--- src/rtl/galaxian_pkg.sv ---
// Shared types and screen constants for the alien formation motion engine.
// Latency: none (declarations only); no backpressure.
package galaxian_pkg;

    typedef enum logic [1:0] {
        MODE_EASY   = 2'b00,
        MODE_HARD   = 2'b01,
        MODE_FREEZE = 2'b10
    } alien_mode_t;

    typedef enum logic [1:0] {
        IDLE,
        WAIT,
        DIVE
    } dive_state_t;

    localparam int SCREEN_W = 640;
    localparam int SCREEN_H = 480;

endpackage

--- src/rtl/rr_alive_picker.sv ---
// Round-robin pick of the first living alien strictly after last_idx, with wrap-around.
// Latency: combinational; no backpressure (valid low when nobody is alive).
module rr_alive_picker #(
    parameter int N  = 8,
    parameter int IW = $clog2(N)
) (
    input  logic [N-1:0]  alive,
    input  logic [IW-1:0] last_idx,
    output logic [IW-1:0] next_idx,
    output logic          valid
);

    always_comb begin
        int          c;
        logic [IW-1:0] ci;
        next_idx = '0;
        valid    = 1'b0;
        c        = 0;
        ci       = '0;
        // k == N lands back on last_idx, so a lone survivor is still picked
        for (int k = 1; k <= N; k++) begin
            c  = (int'(last_idx) + k) % N;
            ci = IW'(c);
            if (!valid && alive[ci]) begin
                valid    = 1'b1;
                next_idx = ci;
            end
        end
    end

endmodule

--- src/rtl/alien_formation_motion.sv ---
// Per-frame formation sway plus round-robin diving alien in hard mode.
// Latency: all outputs registered, updated once per frame edge; no backpressure (freeze mode holds all state).
module alien_formation_motion
    import galaxian_pkg::*;
#(
    parameter int NUM_ALIENS    = 8,
    parameter int X_MIN         = 40,
    parameter int X_MAX         = 200,
    parameter int X_START       = 120,
    parameter int SWAY_STEP     = 1,
    parameter int ALIEN_SPACING = 48,
    parameter int ROW_Y         = 80,
    parameter int DIVE_GAP      = 60,
    parameter int DIVE_STEP     = 4,
    parameter int Y_BOTTOM      = 479,
    parameter int ZIG_PERIOD    = 8,
    parameter int ZIG_DX        = 2
) (
    input  logic                  Clk,
    input  logic                  Reset,
    input  logic [1:0]            alien_control,
    input  logic [NUM_ALIENS-1:0] alive,
    output logic [9:0]            formation_x,
    output logic                  dive_active,
    output logic [2:0]            dive_idx,
    output logic [9:0]            dive_x,
    output logic [9:0]            dive_y
);

    dive_state_t state, state_nxt;
    logic        sway_right, sway_right_nxt;
    logic [9:0]  formation_x_nxt;
    logic [9:0]  gap_cnt, gap_cnt_nxt;
    logic [9:0]  zig_cnt, zig_cnt_nxt;
    logic        zig_right, zig_right_nxt;
    logic [2:0]  last_idx, last_idx_nxt;
    logic        dive_active_nxt;
    logic [2:0]  dive_idx_nxt;
    logic [9:0]  dive_x_nxt, dive_y_nxt;

    logic [2:0]  pick_idx;
    logic        pick_vld;
    logic        hard, freeze, exit_bottom;
    logic [10:0] zig_sum;

    rr_alive_picker #(.N(NUM_ALIENS), .IW(3)) u_picker (
        .alive    (alive),
        .last_idx (last_idx),
        .next_idx (pick_idx),
        .valid    (pick_vld)
    );

    assign hard        = (alien_control == MODE_HARD);
    assign freeze      = alien_control[1];
    // 11-bit compare so dive_y + DIVE_STEP cannot wrap past the bottom test
    assign exit_bottom = ({1'b0, dive_y} + 11'(DIVE_STEP)) > 11'(Y_BOTTOM);
    assign zig_sum     = {1'b0, dive_x} + 11'(ZIG_DX);

    always_comb begin
        formation_x_nxt = formation_x;
        sway_right_nxt  = sway_right;
        state_nxt       = state;
        gap_cnt_nxt     = gap_cnt;
        zig_cnt_nxt     = zig_cnt;
        zig_right_nxt   = zig_right;
        last_idx_nxt    = last_idx;
        dive_active_nxt = dive_active;
        dive_idx_nxt    = dive_idx;
        dive_x_nxt      = dive_x;
        dive_y_nxt      = dive_y;

        if (!freeze) begin
            if (sway_right) begin
                if (formation_x == 10'(X_MAX)) begin
                    sway_right_nxt  = 1'b0;
                    formation_x_nxt = formation_x - 10'(SWAY_STEP);
                end else begin
                    formation_x_nxt = formation_x + 10'(SWAY_STEP);
                end
            end else begin
                if (formation_x == 10'(X_MIN)) begin
                    sway_right_nxt  = 1'b1;
                    formation_x_nxt = formation_x + 10'(SWAY_STEP);
                end else begin
                    formation_x_nxt = formation_x - 10'(SWAY_STEP);
                end
            end

            case (state)
                IDLE: begin
                    if (hard && pick_vld) begin
                        state_nxt   = WAIT;
                        gap_cnt_nxt = 10'(DIVE_GAP - 1);
                    end
                end
                WAIT: begin
                    if (!hard || !pick_vld) begin
                        state_nxt = IDLE;
                    end else if (gap_cnt != '0) begin
                        gap_cnt_nxt = gap_cnt - 10'd1;
                    end else begin
                        state_nxt       = DIVE;
                        dive_active_nxt = 1'b1;
                        dive_idx_nxt    = pick_idx;
                        dive_x_nxt      = formation_x + 10'(32'(pick_idx) * ALIEN_SPACING);
                        dive_y_nxt      = 10'(ROW_Y);
                        zig_cnt_nxt     = '0;
                        zig_right_nxt   = 1'b1;
                    end
                end
                DIVE: begin
                    if (!alive[dive_idx] || exit_bottom) begin
                        state_nxt       = IDLE;
                        dive_active_nxt = 1'b0;
                        last_idx_nxt    = dive_idx;
                    end else begin
                        dive_y_nxt = dive_y + 10'(DIVE_STEP);
                        if (zig_right) begin
                            dive_x_nxt = (zig_sum > 11'(SCREEN_W - 1)) ? 10'(SCREEN_W - 1) : zig_sum[9:0];
                        end else begin
                            dive_x_nxt = (dive_x < 10'(ZIG_DX)) ? 10'd0 : dive_x - 10'(ZIG_DX);
                        end
                        if (zig_cnt == 10'(ZIG_PERIOD - 1)) begin
                            zig_cnt_nxt   = '0;
                            zig_right_nxt = !zig_right;
                        end else begin
                            zig_cnt_nxt = zig_cnt + 10'd1;
                        end
                    end
                end
                default: state_nxt = IDLE;
            endcase
        end
    end

    always_ff @(posedge Clk) begin
        if (Reset) begin
            state       <= IDLE;
            formation_x <= 10'(X_START);
            sway_right  <= 1'b1;
            gap_cnt     <= '0;
            zig_cnt     <= '0;
            zig_right   <= 1'b1;
            last_idx    <= 3'(NUM_ALIENS - 1);
            dive_active <= 1'b0;
            dive_idx    <= '0;
            dive_x      <= '0;
            dive_y      <= '0;
        end else begin
            state       <= state_nxt;
            formation_x <= formation_x_nxt;
            sway_right  <= sway_right_nxt;
            gap_cnt     <= gap_cnt_nxt;
            zig_cnt     <= zig_cnt_nxt;
            zig_right   <= zig_right_nxt;
            last_idx    <= last_idx_nxt;
            dive_active <= dive_active_nxt;
            dive_idx    <= dive_idx_nxt;
            dive_x      <= dive_x_nxt;
            dive_y      <= dive_y_nxt;
        end
    end

endmodule

--- config.mk ---
export PLATFORM = sky130hd
export DESIGN_NAME = alien_formation_motion
export DESIGN_NICKNAME = d
export VERILOG_FILES = /design/src/rtl/galaxian_pkg.sv /design/src/rtl/rr_alive_picker.sv /design/src/rtl/alien_formation_motion.sv
export SDC_FILE = /design/constraint.sdc
export NUM_CORES = 1
export LEC_CHECK = 0
export CORE_UTILIZATION = 40
export DETAILED_ROUTE_END_ITERATION = 16
export DONT_BUFFER_PORTS = 1
export GPL_TIMING_DRIVEN = 0
export PLACE_DENSITY = 0.52
export SLEW_MARGIN = 20
export SYNTH_ARGS = -nofsm -noshare
export SYNTH_HDL_FRONTEND = slang
export SYNTH_SLANG_ARGS = --single-unit
--- constraint.sdc ---
create_clock -name Clk -period 10.9 [get_ports Clk]
set_clock_uncertainty 0.1 [all_clocks]
set_input_delay 1.635 -clock Clk [delete_from_list [all_inputs] [get_ports Clk]]
set_output_delay 1.635 -clock Clk [all_outputs]
set_load 0.03 [all_outputs]
==> reports/qor.yml, run 1 <==
rsz0062_at_grt: "false"
vias: 4974
port_buffers: 0
synth_seq_area_share_pct: 23.22
worst_ep_arrival_time_ns: 5.69
hold_viol_final: 0
synth_top_area_share_pct: 23.22
die_area_um2: 13170
met2_length_um: 6480
final_cell_mix: "dfxtp_1, nand2_1, nor2_1, a21oi_1, o21ai_0"
worstSkewPairLatency_ns: 0.35
clock-root-buffer: "clkbuf_16"
start_util_pct: 41.65
p_leak_uw: 0.002014
wl_met3_um: 743
fin_util_pct: 45.74
drc: 0
cp_max_fo: 10
finalWirelength_um: 14680
drive_gt1_share_pct: 11.37
min_to: "gap_cnt[9]$_SDFFE_PP0P_"
outcome: "finished, final reports clean"
r2r_cells: 20
r2r_end: "dive_x[9]$_SDFFE_PP0P_"
ys.flop_type: "dfxtp_1"
die_h_um: 114.8
syn_to_final_growth_pct: 9.816
critPathCaptureType: "flop"
layout_commonest_cell: "dfxtp_1"
rrSetupSlack_ns: 5.38
gp_congestion: 0.8734
grt_pass1_vias: 4567
antenna_found_initial: 0
first_iter_violations: 373
path_clk_slew_ns: 0.06
hold_ws_ns: 0.3862
num_rows: 40
tritoncts: "done"
async_reset_ff_share_pct: 0
htreeDepth: 3
tightest_slew_ns: 0.8202
wl_met1_um: 7167
min_from: "gap_cnt[9]$_SDFFE_PP0P_"
vdd_drop_max_mv: 0.05280
hold_buffers: 0
io_pins: 46
synthTopCellsByArea: "dfxtp_1, mux4_2, ha_1"
synth_edf_count: 0
tns_ns: 0
critPathKind: "reg -> reg"
period_share_pct: 50.62
drv_cap: 0
grt_pass1_wl_um: 23850
drtPass1Iterations: 6
synth_top_area_cell: "dfxtp_1"
timing.rr.start: "last_idx[0]$_SDFFE_PP1P_"
dpl_worst_slack_ns: 5.073
fmax_mhz: 181.2
ys_ff_latch: 59
min_path_type: "reg -> reg"
maxUsedRoutingLayer: "met4"
layout.nets: 664
layout_min_cycle_time_ns: 5.518
drt-vias-per-instance: 6.210
hpwl_um: 10710
syn_area_um2: 5086
wire_per_inst_um: 18.33
grt_max_degree: 13
hold_depth: 1
postSynthAreaPerCell_um2: 8.257
setup_violations: 0
relSlewSlack_pct: 44.60
start_kind: "flop"
n_antenna_cell: 0
post-cts-setup-buffers: 0
ant_nets: 0
numCtsBuffers: 9
layout_setup_ws_ns: 5.382
synthCells: 616
cts_buffer_depth: 2
track_usage_pct: 23.32
overflow: 0
final_max_slew_viol_count: 0
synth.distinct_cells: 83
p_per_area_nw_per_um2: 111.6
core_area_um2: 12210
die_x_um: 114.8
cts.sinks: 59
cp.required_ns: 11.07
cts.repair.resized: 0
yosysWarnings: 0
[synth_stat cells (all sizes together) (4+ instances only)]
master  count
or2         6
and2        9
nor2       42
o31a        4
nand3      27
nand4       5
o41ai       5
nand3b      9
mux2       10
mux4       13
inv        23
nor4        7
ha         22
a221oi      4
o211ai      6
a31oi       6
nor2b       8
or4         8
a21oi      42
o21ai      28
a21o        4
buf        13
and3       15
mux2i      15
dfxtp      59
or3        17
a41oi       4
nand2      44
a311oi      9
xnor2      12
clkbuf     26
a211o       5
o31ai       7
xor2        5
a211oi      7
nand2b     11
nor3       16
[critical path: stages, from the launching register on]
cell and delay [ns]:
dfxtp_1 0.42, buf_6 0.19, clkinv_1 0.20, ha_1 0.41
buf_6 0.18, mux2_4 0.32, mux4_2 0.55, a41oi_4 0.36
nand3_1 0.15, o2bb2ai_1 0.23, nor3_1 0.08, nor2b_1 0.31
ha_1 0.24, fa_1 0.41, ha_1 0.33, a21oi_1 0.21
o21bai_1 0.09, a21oi_1 0.23, xnor2_1 0.18, nand2_1 0.08
a31oi_1 0.19
[power breakdown]
group          leakage [uW]  internal, uW  total, uW  switching, uW
registers          0.000478           223        240           17.3
clock network      0.000139           160        271            111
logic               0.00140          44.8        113           67.8
total               0.00201           427        623            196
[cell type report]
class	count	area, um^2
Fill cell	1253	6626
Clock inverter	6	40.04
Inverter	25	93.84
Sequential cell	59	1181
Clock buffer	10	239.0
Buffer	39	197.7
Tap cell	168	210.2
Multi-Input combinational cell	494	3623
[how the worst max path moves through the flow]
stage | startpoint | to | slack (ns) | cells after the start
after floorplan | alive[3] | dive_x[9]$_SDFFE_PP0P_ | 5.64 | 15
after global placement | alive[3] | dive_x[9]$_SDFFE_PP0P_ | 5.11 | 15
after detailed placement | alive[3] | dive_x[9]$_SDFFE_PP0P_ | 5.07 | 15
after CTS | last_idx[0]$_SDFFE_PP1P_ | dive_x[9]$_SDFFE_PP0P_ | 5.38 | 20
after global routing | last_idx[0]$_SDFFE_PP1P_ | dive_x[9]$_SDFFE_PP0P_ | 5.02 | 20
final | last_idx[0]$_SDFFE_PP1P_ | dive_x[9]$_SDFFE_PP0P_ | 5.38 | 20
[state kept, by name (all words and copies together) (netlist names)]
signal and flops:
dive_x 10, formation_x 10, gap_cnt 10, zig_cnt 10
dive_y 8, dive_idx 3, last_idx 3, state 2
dive_active 1, sway_right 1, zig_right 1
[per-stage QoR]
| step | area, um^2 | total power, uW | std cells |
|---|---|---|---|
| floorplan | 5090 | 327.9 | 617 |
| global placement | 5300 | 353.0 | 785 |
| detailed placement | 5300 | 354.7 | 785 |
| CTS | 5579 | 626.8 | 801 |
| global route | 5585 | 650.5 | 801 |
| finish | 5585 | 623.1 | 801 |
[per-layer routing]
metal | global-route usage, % | vias to the layer above
li1 | - | 2376
met1 | 31.83 | 2428
met2 | 36.28 | 146
met3 | 4.692 | 24
met4 | 9.004 | 0
met5 | 0 | -
[logic make-up after synthesis]
logic type	share of synthesized area, %
other	0.07373
buffers and inverters	5.732
muxes	11.07
DFF	23.22
adders and majority gates	6.199
and+or+nand+nor	26.37
AOI/OAI and AO/OA	24.26
xor gates and xnor gates	3.075
Power figures use the tool's default switching activity.
==> inputs of run 2 (changes only) <==
Clock period 10.9 ns to 5.2 ns, I/O delays scaled along.
==> run 2 against run 1 <==
  * Critical path type unchanged
  * Cell count is 0.87% higher
  * Non-clock buffer count is 7 higher
  * Largest power group unchanged
  * Register-to-register slack lost 5.2 ns
  * Sequential power is 110% higher
  * Largest cell class unchanged
  * Worst hold slack hardly changed
  * Total power increased by 110%
  * Die area unchanged
  * Global-route usage about the same
  * Design area rose by 2.1%
  * Clock power is 110% higher
  * Count of clock-buffer cells in the layout stayed put
  * Maximum frequency up 10%
==> reports/qor.yml, run 2 (synthesis gave the netlist of run 1 again) <==
outcome: "finished, final reports clean"
vias: 4993
period_share_pct: 96.16
critPathKind: "reg -> reg"
min_path_type: "reg -> reg"
numCtsBuffers: 9
finalWirelength_um: 14810
wire_per_inst_um: 18.32
hold_viol_final: 0
critPathCaptureType: "flop"
start_kind: "flop"
port_buffers: 0
fmax_mhz: 200.0
pwr-share-seq_pct: 38.3
antenna_found_initial: 0
drtPass1Iterations: 5
overflow: 0
switching_share_pct: 31.37
pwr-share-clk_pct: 43.0
layout.nets: 671
clock-root-buffer: "clkbuf_16"
timing.rr.start: "last_idx[1]$_SDFFE_PP1P_"
p_leak_uw: 0.002064
rrSetupSlack_ns: 0.20
cts.sinks: 59
die_h_um: 114.8
drive_gt1_share_pct: 14.37
layout_min_cycle_time_ns: 5.000
grt_pass1_vias: 4571
endpoint: "dive_x[8]$_SDFFE_PP0P_"
r2r_end: "dive_x[8]$_SDFFE_PP0P_"
r2r_cells: 18
grt_max_degree: 13
htreeDepth: 3
ant_nets: 0
track_usage_pct: 23.37
hpwl_um: 10710
vdd_drop_max_mv: 0.1115
power.total_uw: 1312
final_max_slew_viol_count: 0
syn_to_final_growth_pct: 12.10
worstSkewPairLatency_ns: 0.34
core_area_um2: 12210
p_per_area_nw_per_um2: 230.1
grt_pass1_wl_um: 23880
tritoncts: "done"
layout_commonest_cell: "dfxtp_1"
io_pins: 46
num_rows: 40
drv_cap: 0
final_cell_mix: "dfxtp_1, nand2_1, nor2_1, a21oi_1, o21ai_0"
drc: 0
cp_max_fo: 10
setup_violations: 0
start_util_pct: 41.65
hold_ws_ns: 0.3862
switchingPower_uw: 411.6
cp.required_ns: 5.36
crit_start: "last_idx[1]$_SDFFE_PP1P_"
die_area_um2: 13170
path_clk_slew_ns: 0.06
first_iter_violations: 370
tns_ns: 0
comb_power_share_pct: 18.6
fillers: 1253
drt-vias-per-instance: 6.179
gp_congestion: 0.8734
worst_ep_arrival_time_ns: 5.16
relSlewSlack_pct: 42.28
cts_buffer_depth: 2
p_int_uw: 900.3
die_x_um: 114.8
n_antenna_cell: 0
tightest_slew_ns: 0.8547
[run 2: changes by cell type in the layout (fill, tap and decap cells not counted), sizes merged]
cell | before | now
buf | 13 | 20
clkinv | 6 | 5
inv | 24 | 25
[run 2: area by class of cell]
type / instances / area (um^2) / area share, %
tap: 168 / 210.2 / 3.687
buffer: 39 / 197.7 / 3.467
inverter: 25 / 97.59 / 1.712
clock buffer: 10 / 239.0 / 4.191
clock inverter: 6 / 40.04 / 0.7022
timing repair buffer: 7 / 52.55 / 0.9217
multi-input combinational: 494 / 3682 / 64.58
sequential: 59 / 1182 / 20.74
[run 2: power groups by stage]
| stage | combinational, uW | clock, uW | sequential, uW |
|---|---|---|---|
| final | 245 | 565 | 503 |
| after detailed placement | 231 | 0 | 512 |
| after global placement | 228 | 0 | 512 |
| after floorplan | 182 | 0 | 506 |
| after CTS | 236 | 578 | 502 |
| after global routing | 268 | 599 | 505 |
[run 2: critical path, cell delays in order, from the launching register on]
cell and delay, ns:
dfxtp_1 0.40, clkinv_2 0.19, ha_4 0.33, buf_6 0.16, mux2_4 0.33, mux4_2 0.54, a41oi_4 0.32, nand3_2 0.16
o2bb2ai_2 0.23, nor3_2 0.07, nor2b_2 0.21, ha_1 0.21, fa_1 0.41, ha_1 0.34, a21o_1 0.17, a21oi_1 0.17
xnor2_1 0.17, nand2_1 0.10, a311oi_2 0.30
[run 2: layer usage]
metal  up-vias  share of wire [%]  global-route usage, %
met5         -                  0                      0
met4         0                2.2                  9.004
met3        32                5.6                  4.692
met2       159                 44                  36.40
met1      2410                 48                  31.87
li1       2392                  -                      -
[run 2: worst min-delay path by stage]
stage | endpoint | startpoint | cells past startpoint | slack (ns)
5_1_grt | gap_cnt[9]$_SDFFE_PP0P_ | gap_cnt[9]$_SDFFE_PP0P_ | 1 | 0.40
6_report | gap_cnt[9]$_SDFFE_PP0P_ | gap_cnt[9]$_SDFFE_PP0P_ | 1 | 0.39
3_5_place_dp | gap_cnt[9]$_SDFFE_PP0P_ | gap_cnt[9]$_SDFFE_PP0P_ | 1 | 0.38
3_3_place_gp | gap_cnt[9]$_SDFFE_PP0P_ | gap_cnt[9]$_SDFFE_PP0P_ | 1 | 0.37
4_1_cts | gap_cnt[9]$_SDFFE_PP0P_ | gap_cnt[9]$_SDFFE_PP0P_ | 1 | 0.39
2_1_floorplan | gap_cnt[9]$_SDFFE_PP0P_ | gap_cnt[9]$_SDFFE_PP0P_ | 1 | 0.34
[run 2: stage by stage]
stage	setup WS (ns)	utilization (%)	cell area [um^2]	instances
global placement	-0.2334	43.40	5300	785
detailed placement	-0.2688	43.40	5300	785
finish	0.1999	46.69	5702	808
global route	-0.02731	46.69	5702	808
CTS	0.01052	45.92	5608	803
floorplan	0.4024	-	5090	617
[run 2: repair_timing]
item / CTS / global route
hold buffers: 0 / 0
buffers inserted: 2 / 5
gates resized for setup: 6 / 9
endpoints found under the setup margin: 3 / 2
==> inputs of run 3 (changes only) <==
Settings changed: CORE_MARGIN set to 2, SKIP_LAST_GASP set to 1.
==> run 3 against run 2 <==
  * Worst setup slack better by 0.042 ns
  * Design area is 0.50% lower
  * Utilization is 1.4 points lower
  * Highest routed layer unchanged
  * Critical endpoint unchanged
  * Cell count is the same
  * Largest cell class unchanged
==> reports/qor.yml, run 3 (synthesis gave the netlist of run 1 again) <==
rrSetupSlack_ns: 0.24
die_area_um2: 13630
grt_pass1_wl_um: 23430
endpoint: "dive_x[8]$_SDFFE_PP0P_"
vias: 4883
path_depth: 19
cpMaxStageDelayCell: "mux4_2"
cts.sinks: 59
finalWirelength_um: 14750
timing.rr.start: "last_idx[0]$_SDFFE_PP1P_"
drive_gt1_share_pct: 13.21
period_share_pct: 95.34
drc: 0
grt_max_degree: 13
io_pins: 46
dpl_cell_area_um2: 5305
r2r_cells: 19
first_iter_violations: 425
drtPass1Iterations: 5
track_usage_pct: 21.78
cp_max_fo: 10
critPathCaptureType: "flop"
r2r_end: "dive_x[8]$_SDFFE_PP0P_"
worstSkewPairLatency_ns: 0.34
worst_ep_arrival_time_ns: 5.10
start_kind: "flop"
hold_viol_final: 0
layout_commonest_cell: "dfxtp_1"
hpwl_um: 10890
cts_buffer_depth: 2
die_h_um: 116.8
gp_congestion: 0.8642
drt-vias-per-instance: 6.043
tightest_slew_ns: 0.7817
max_stage_delay_ns: 0.56
fillers: 1316
hold_buffers: 0
port_buffers: 0
numCtsBuffers: 9
layout.nets: 667
power.total_uw: 1323
core_area_um2: 12520
ant_nets: 0
relSlewSlack_pct: 47.79
tritoncts: "done"
n_antenna_cell: 0
critPathBufInv: 3
cp_top_family: "adder cells"
outcome: "finished, final reports clean"
drv_cap: 0
fin_util_pct: 45.32
p_leak_uw: 0.002046
setup_violations: 0
htreeDepth: 3
clock-root-buffer: "clkbuf_16"
fmax_mhz: 201.7
num_rows: 41
crit_start: "last_idx[0]$_SDFFE_PP1P_"
crit_chain: "buf_6 -> inv_4 -> ha_4 -> buf_6 -> mux2_4 -> mux4_2 -> and2_1 -> a211o_1 -> o2bb2ai_2 -> nor3_1 -> nor2b_2 -> ha_1 -> fa_1 -> ha_1 -> a21o_1 -> a21oi_1 -> xnor2_1 -> nand2_1 -> a311oi_2"
vdd_drop_max_mv: 0.2167
syn_to_final_growth_pct: 11.54
place_inst: 789
overflow: 0
die_x_um: 116.8
final_cell_mix: "dfxtp_1, nand2_1, nor2_1, a21oi_1, o21ai_0"
layout_min_cycle_time_ns: 4.958
grt_pass1_vias: 4489
final_max_slew_viol_count: 0
critPathKind: "reg -> reg"
wire_per_inst_um: 18.26
hold_depth: 1
antenna_found_initial: 0
final_cells: 808
min_path_type: "reg -> reg"
final_cell_area_um2: 5673
path_clk_slew_ns: 0.06
rsz0062_at_grt: "false"
p_per_area_nw_per_um2: 233.2
cp.required_ns: 5.35
start_util_pct: 40.63
## run 3: cell type report
type	instances	area, um^2	share of cell area, %
Multi-Input combinational cell	494	3669	64.67
Sequential cell	59	1181	20.82
Clock buffer	11	252.7	4.455
Tap cell	172	215.2	3.794
Buffer	39	197.7	3.485
Inverter	25	98.84	1.742
Clock inverter	5	36.28	0.6396
Timing Repair Buffer	3	22.52	0.3970
## run 3: report_power, final
| part | total [uW] | switching [uW] | internal, uW |
|---|---|---|---|
| sequential | 503 | 36.3 | 466 |
| clock | 580 | 231 | 349 |
| combinational | 240 | 143 | 97.5 |
## run 3: layer usage
layer  vias up  GRT usage, %  part of all wire (%)
met5         -             0                     0
met4         0         4.627                   1.1
met3        20         4.774                   4.6
met2       123         35.07                    48
met1      2351         30.10                    46
li1       2389             -                     -
## run 3: worst min path at each step
stage / end / startpoint / slack, ns
after floorplan: gap_cnt[9]$_SDFFE_PP0P_ / gap_cnt[9]$_SDFFE_PP0P_ / 0.34
after global placement: gap_cnt[9]$_SDFFE_PP0P_ / gap_cnt[9]$_SDFFE_PP0P_ / 0.37
after detailed placement: gap_cnt[9]$_SDFFE_PP0P_ / gap_cnt[9]$_SDFFE_PP0P_ / 0.37
after CTS: gap_cnt[9]$_SDFFE_PP0P_ / gap_cnt[9]$_SDFFE_PP0P_ / 0.38
after global routing: gap_cnt[9]$_SDFFE_PP0P_ / gap_cnt[9]$_SDFFE_PP0P_ / 0.40
final: gap_cnt[9]$_SDFFE_PP0P_ / gap_cnt[9]$_SDFFE_PP0P_ / 0.39
## run 3: what timing repair did
action	CTS	global route
gates resized for setup	4	7
setup buffers	2	1
hold endpoints to repair	0	0
pin swaps	0	1
endpoints found under the setup margin	2	2
## run 3: metrics by stage
step	setup TNS, ns	worst slack [ns]	hold WS, ns
after floorplan	0	0.4024	0.3400
after global placement	-0.3896	-0.2041	0.3727
after detailed placement	-0.5006	-0.2698	0.3723
after CTS	0	0.05287	0.3843
after global routing	0	0.01826	0.3993
final	0	0.2422	0.3887
==> patch, RTL diff (settings of run 2) <==
Register the output `formation_x` once more; this adds one clock of latency there. The other outputs are not delayed to match.
--- a/src/rtl/alien_formation_motion.sv
+++ b/src/rtl/alien_formation_motion.sv
@@ -26,6 +26,8 @@
     output logic [9:0]            dive_x,
     output logic [9:0]            dive_y
 );
+
+    logic [9:0] formation_x_s0;
 
     dive_state_t state, state_nxt;
     logic        sway_right, sway_right_nxt;
@@ -57,7 +59,7 @@
     assign zig_sum     = {1'b0, dive_x} + 11'(ZIG_DX);
 
     always_comb begin
-        formation_x_nxt = formation_x;
+        formation_x_nxt = formation_x_s0;
         sway_right_nxt  = sway_right;
         state_nxt       = state;
         gap_cnt_nxt     = gap_cnt;
@@ -71,18 +73,18 @@
 
         if (!freeze) begin
             if (sway_right) begin
-                if (formation_x == 10'(X_MAX)) begin
+                if (formation_x_s0 == 10'(X_MAX)) begin
                     sway_right_nxt  = 1'b0;
-                    formation_x_nxt = formation_x - 10'(SWAY_STEP);
+                    formation_x_nxt = formation_x_s0 - 10'(SWAY_STEP);
                 end else begin
-                    formation_x_nxt = formation_x + 10'(SWAY_STEP);
+                    formation_x_nxt = formation_x_s0 + 10'(SWAY_STEP);
                 end
             end else begin
-                if (formation_x == 10'(X_MIN)) begin
+                if (formation_x_s0 == 10'(X_MIN)) begin
                     sway_right_nxt  = 1'b1;
-                    formation_x_nxt = formation_x + 10'(SWAY_STEP);
+                    formation_x_nxt = formation_x_s0 + 10'(SWAY_STEP);
                 end else begin
-                    formation_x_nxt = formation_x - 10'(SWAY_STEP);
+                    formation_x_nxt = formation_x_s0 - 10'(SWAY_STEP);
                 end
             end
 
@@ -102,7 +104,7 @@
                         state_nxt       = DIVE;
                         dive_active_nxt = 1'b1;
                         dive_idx_nxt    = pick_idx;
-                        dive_x_nxt      = formation_x + 10'(32'(pick_idx) * ALIEN_SPACING);
+                        dive_x_nxt      = formation_x_s0 + 10'(32'(pick_idx) * ALIEN_SPACING);
                         dive_y_nxt      = 10'(ROW_Y);
                         zig_cnt_nxt     = '0;
                         zig_right_nxt   = 1'b1;
@@ -136,7 +138,7 @@
     always_ff @(posedge Clk) begin
         if (Reset) begin
             state       <= IDLE;
-            formation_x <= 10'(X_START);
+            formation_x_s0 <= 10'(X_START);
             sway_right  <= 1'b1;
             gap_cnt     <= '0;
             zig_cnt     <= '0;
@@ -148,7 +150,7 @@
             dive_y      <= '0;
         end else begin
             state       <= state_nxt;
-            formation_x <= formation_x_nxt;
+            formation_x_s0 <= formation_x_nxt;
             sway_right  <= sway_right_nxt;
             gap_cnt     <= gap_cnt_nxt;
             zig_cnt     <= zig_cnt_nxt;
@@ -161,5 +163,9 @@
         end
     end
 
+    always_ff @(posedge Clk) begin
+        formation_x <= formation_x_s0;
+    end
+
 endmodule
 
Function: not settled (the Yosys comparison gave no result); the edit may change what the design does.
==> patch against run 2 <==
Sequential share of layout area is 3.3 points higher. Total power grew 9.5%. Maximum frequency is 0.31% higher. Sequential cell count is 10 higher. Setup slack better by 16 ps. Routed wire length decreased by 4.2%. Synthesized area up 1.1%. Design area increased by 0.79%.
==> patch: results (changes against run 2) <==
| Metric | Value |
|---|---|
| Ys flop type | `dfxtp_1` |
| Initial antenna violation count | `0 (unchanged)` |
| First-iteration detailed-routing DRC count | `276 (-25%)` |
| Filler Cell Count | `1229 (-1.9%)` |
| Crit path DAT | `5080 ps (-80 ps)` |
| Yosys cell types | `78 (-6.0%)` |
| Share of cells above drive strength 1 | `9.71% (-4.7 points)` |
| Slew margin rel. | `53.6% (+11 points)` |
| # diodes | `0 (unchanged)` |
| Comb power frac | `16.3% (-2.3 points)` |
| Worst path top cell family by delay | `adder cells` |
| Vias in the first global route | `4648 (+1.7%)` |
| Leakage Power | `2.04 nW (-1.2%)` |
| Fraction of registers with async set/reset | `0% (unchanged)` |
| Reg2Reg Depth | `19 (+1)` |
| CTS max path bufs | `2 (unchanged)` |
| First-pass GRT wire length | `23.3 mm (-2.3%)` |
| Hold crit path type | `reg -> reg` |
| Total CTS buffers | `9 (unchanged)` |
| Seq pwr share | `40.3% (+2.0 points)` |
| RD Place Congestion | `0.896 (+2.6%)` |
| TritonRoute pass-1 iters | `5 (unchanged)` |
| Max stage delay on crit path | `590 ps (+50 ps)` |
| Number of cells on the worst hold path | `0 (-1)` |
| Clock root cell | `clkbuf_16` |
| Fin nets | `690 (+2.8%)` |
| Clock Latency Late Sink | `340 ps (about the same)` |
| Most frequent cells after synthesis | `dfxtp_1, a21oi_1, nand2_1` |
| Largest net degree at the start of global routing | `13 (unchanged)` |
| DP HPWL | `10.4 mm (-2.9%)` |
| # port buffers | `0 (unchanged)` |
| Via count | `4836 (-3.1%)` |
| Slowest CP cell | `or4_4` |
| Dpl cell area | `0.00536 sq mm (+1.2%)` |
| Post-Route WL | `14.2 mm (-4.2%)` |
| Total GRT Usage | `22.4% (-0.96 points)` |
| Run status | `finished, final reports clean` |
| Part of the Yosys area used for sequential elements | `26.9% (+3.6 points)` |
| Clk slew on worst S/H paths | `60 ps (about the same)` |
| CTS H-tree depth | `3 (unchanged)` |
| Place WS | `-132 ps (+137 ps)` |
| Synth warn | `0 (unchanged)` |
| Switching fraction of total power | `28.7% (-2.7 points)` |
| P_int | `0.00102 W (+14%)` |
| Synth top area cells | `dfxtp_1, a21oi_1, ha_1` |
| Worst-path maximum fanout | `10 (unchanged)` |
| Peak supply drop | `0.142 mV (+28%)` |
## patch: stage by stage
step / hold WS [ps] / TNS, ps / util (%) / std cells
floorplan: 229 / 0 / - / 640
global placement: 242 / -204 / 42.7 / 812
detailed placement: 237 / -233 / 42.7 / 812
CTS: 255 / 0 / 45.3 / 829
global route: 258 / 0 / 45.7 / 831
finish: 250 / 0 / 45.7 / 831
## patch: layout make-up
type	instances	area share (%)
multi-input cells	503	61.1
flip-flops and latches	69	24.0
clock buffers	10	4.16
well taps	172	3.74
plain buffers	41	3.48
inverters	26	1.83
clock inverters	6	1.09
repair buffers	4	0.523
## patch: worst paths after layout
path                                        start  slack (ps)        endpoint
worst max-delay path                  last_idx[0]         220       dive_x[8]
worst min-delay path            formation_x_s0[3]         250  formation_x[3]
worst max register to register        last_idx[0]         220       dive_x[8]
worst min register to register  formation_x_s0[3]         250  formation_x[3]
## patch: cells by family after synthesis
logic type               share of synthesized area (%)
AND/OR/NAND/NOR                                   24.4
AO/OA/AOI/OAI                                     22.1
flip-flops                                        26.9
buffers and inverters                             5.69
multiplexers                                      9.88
XOR/XNOR                                          4.94
adder cells (fa/ha/maj)                           6.13
other                                           0.0729
## patch: timing repair
| action | CTS | global route |
|---|---|---|
| endpoints found under the setup margin | 3 | 3 |
| setup buffers | 1 | 3 |
| resized for setup | 3 | 8 |
| pin swaps | 1 | 1 |
| hold buffers | 0 | 0 |
## patch: routing by layer
metal / global-route usage, % / share of wire [%] / vias to the layer above
li1: - / - / 2412
met1: 29.0 / 46 / 2273
met2: 35.9 / 46 / 126
met3: 4.90 / 5.4 / 25
met4: 9.44 / 2.1 / 0
met5: 0 / 0 / -
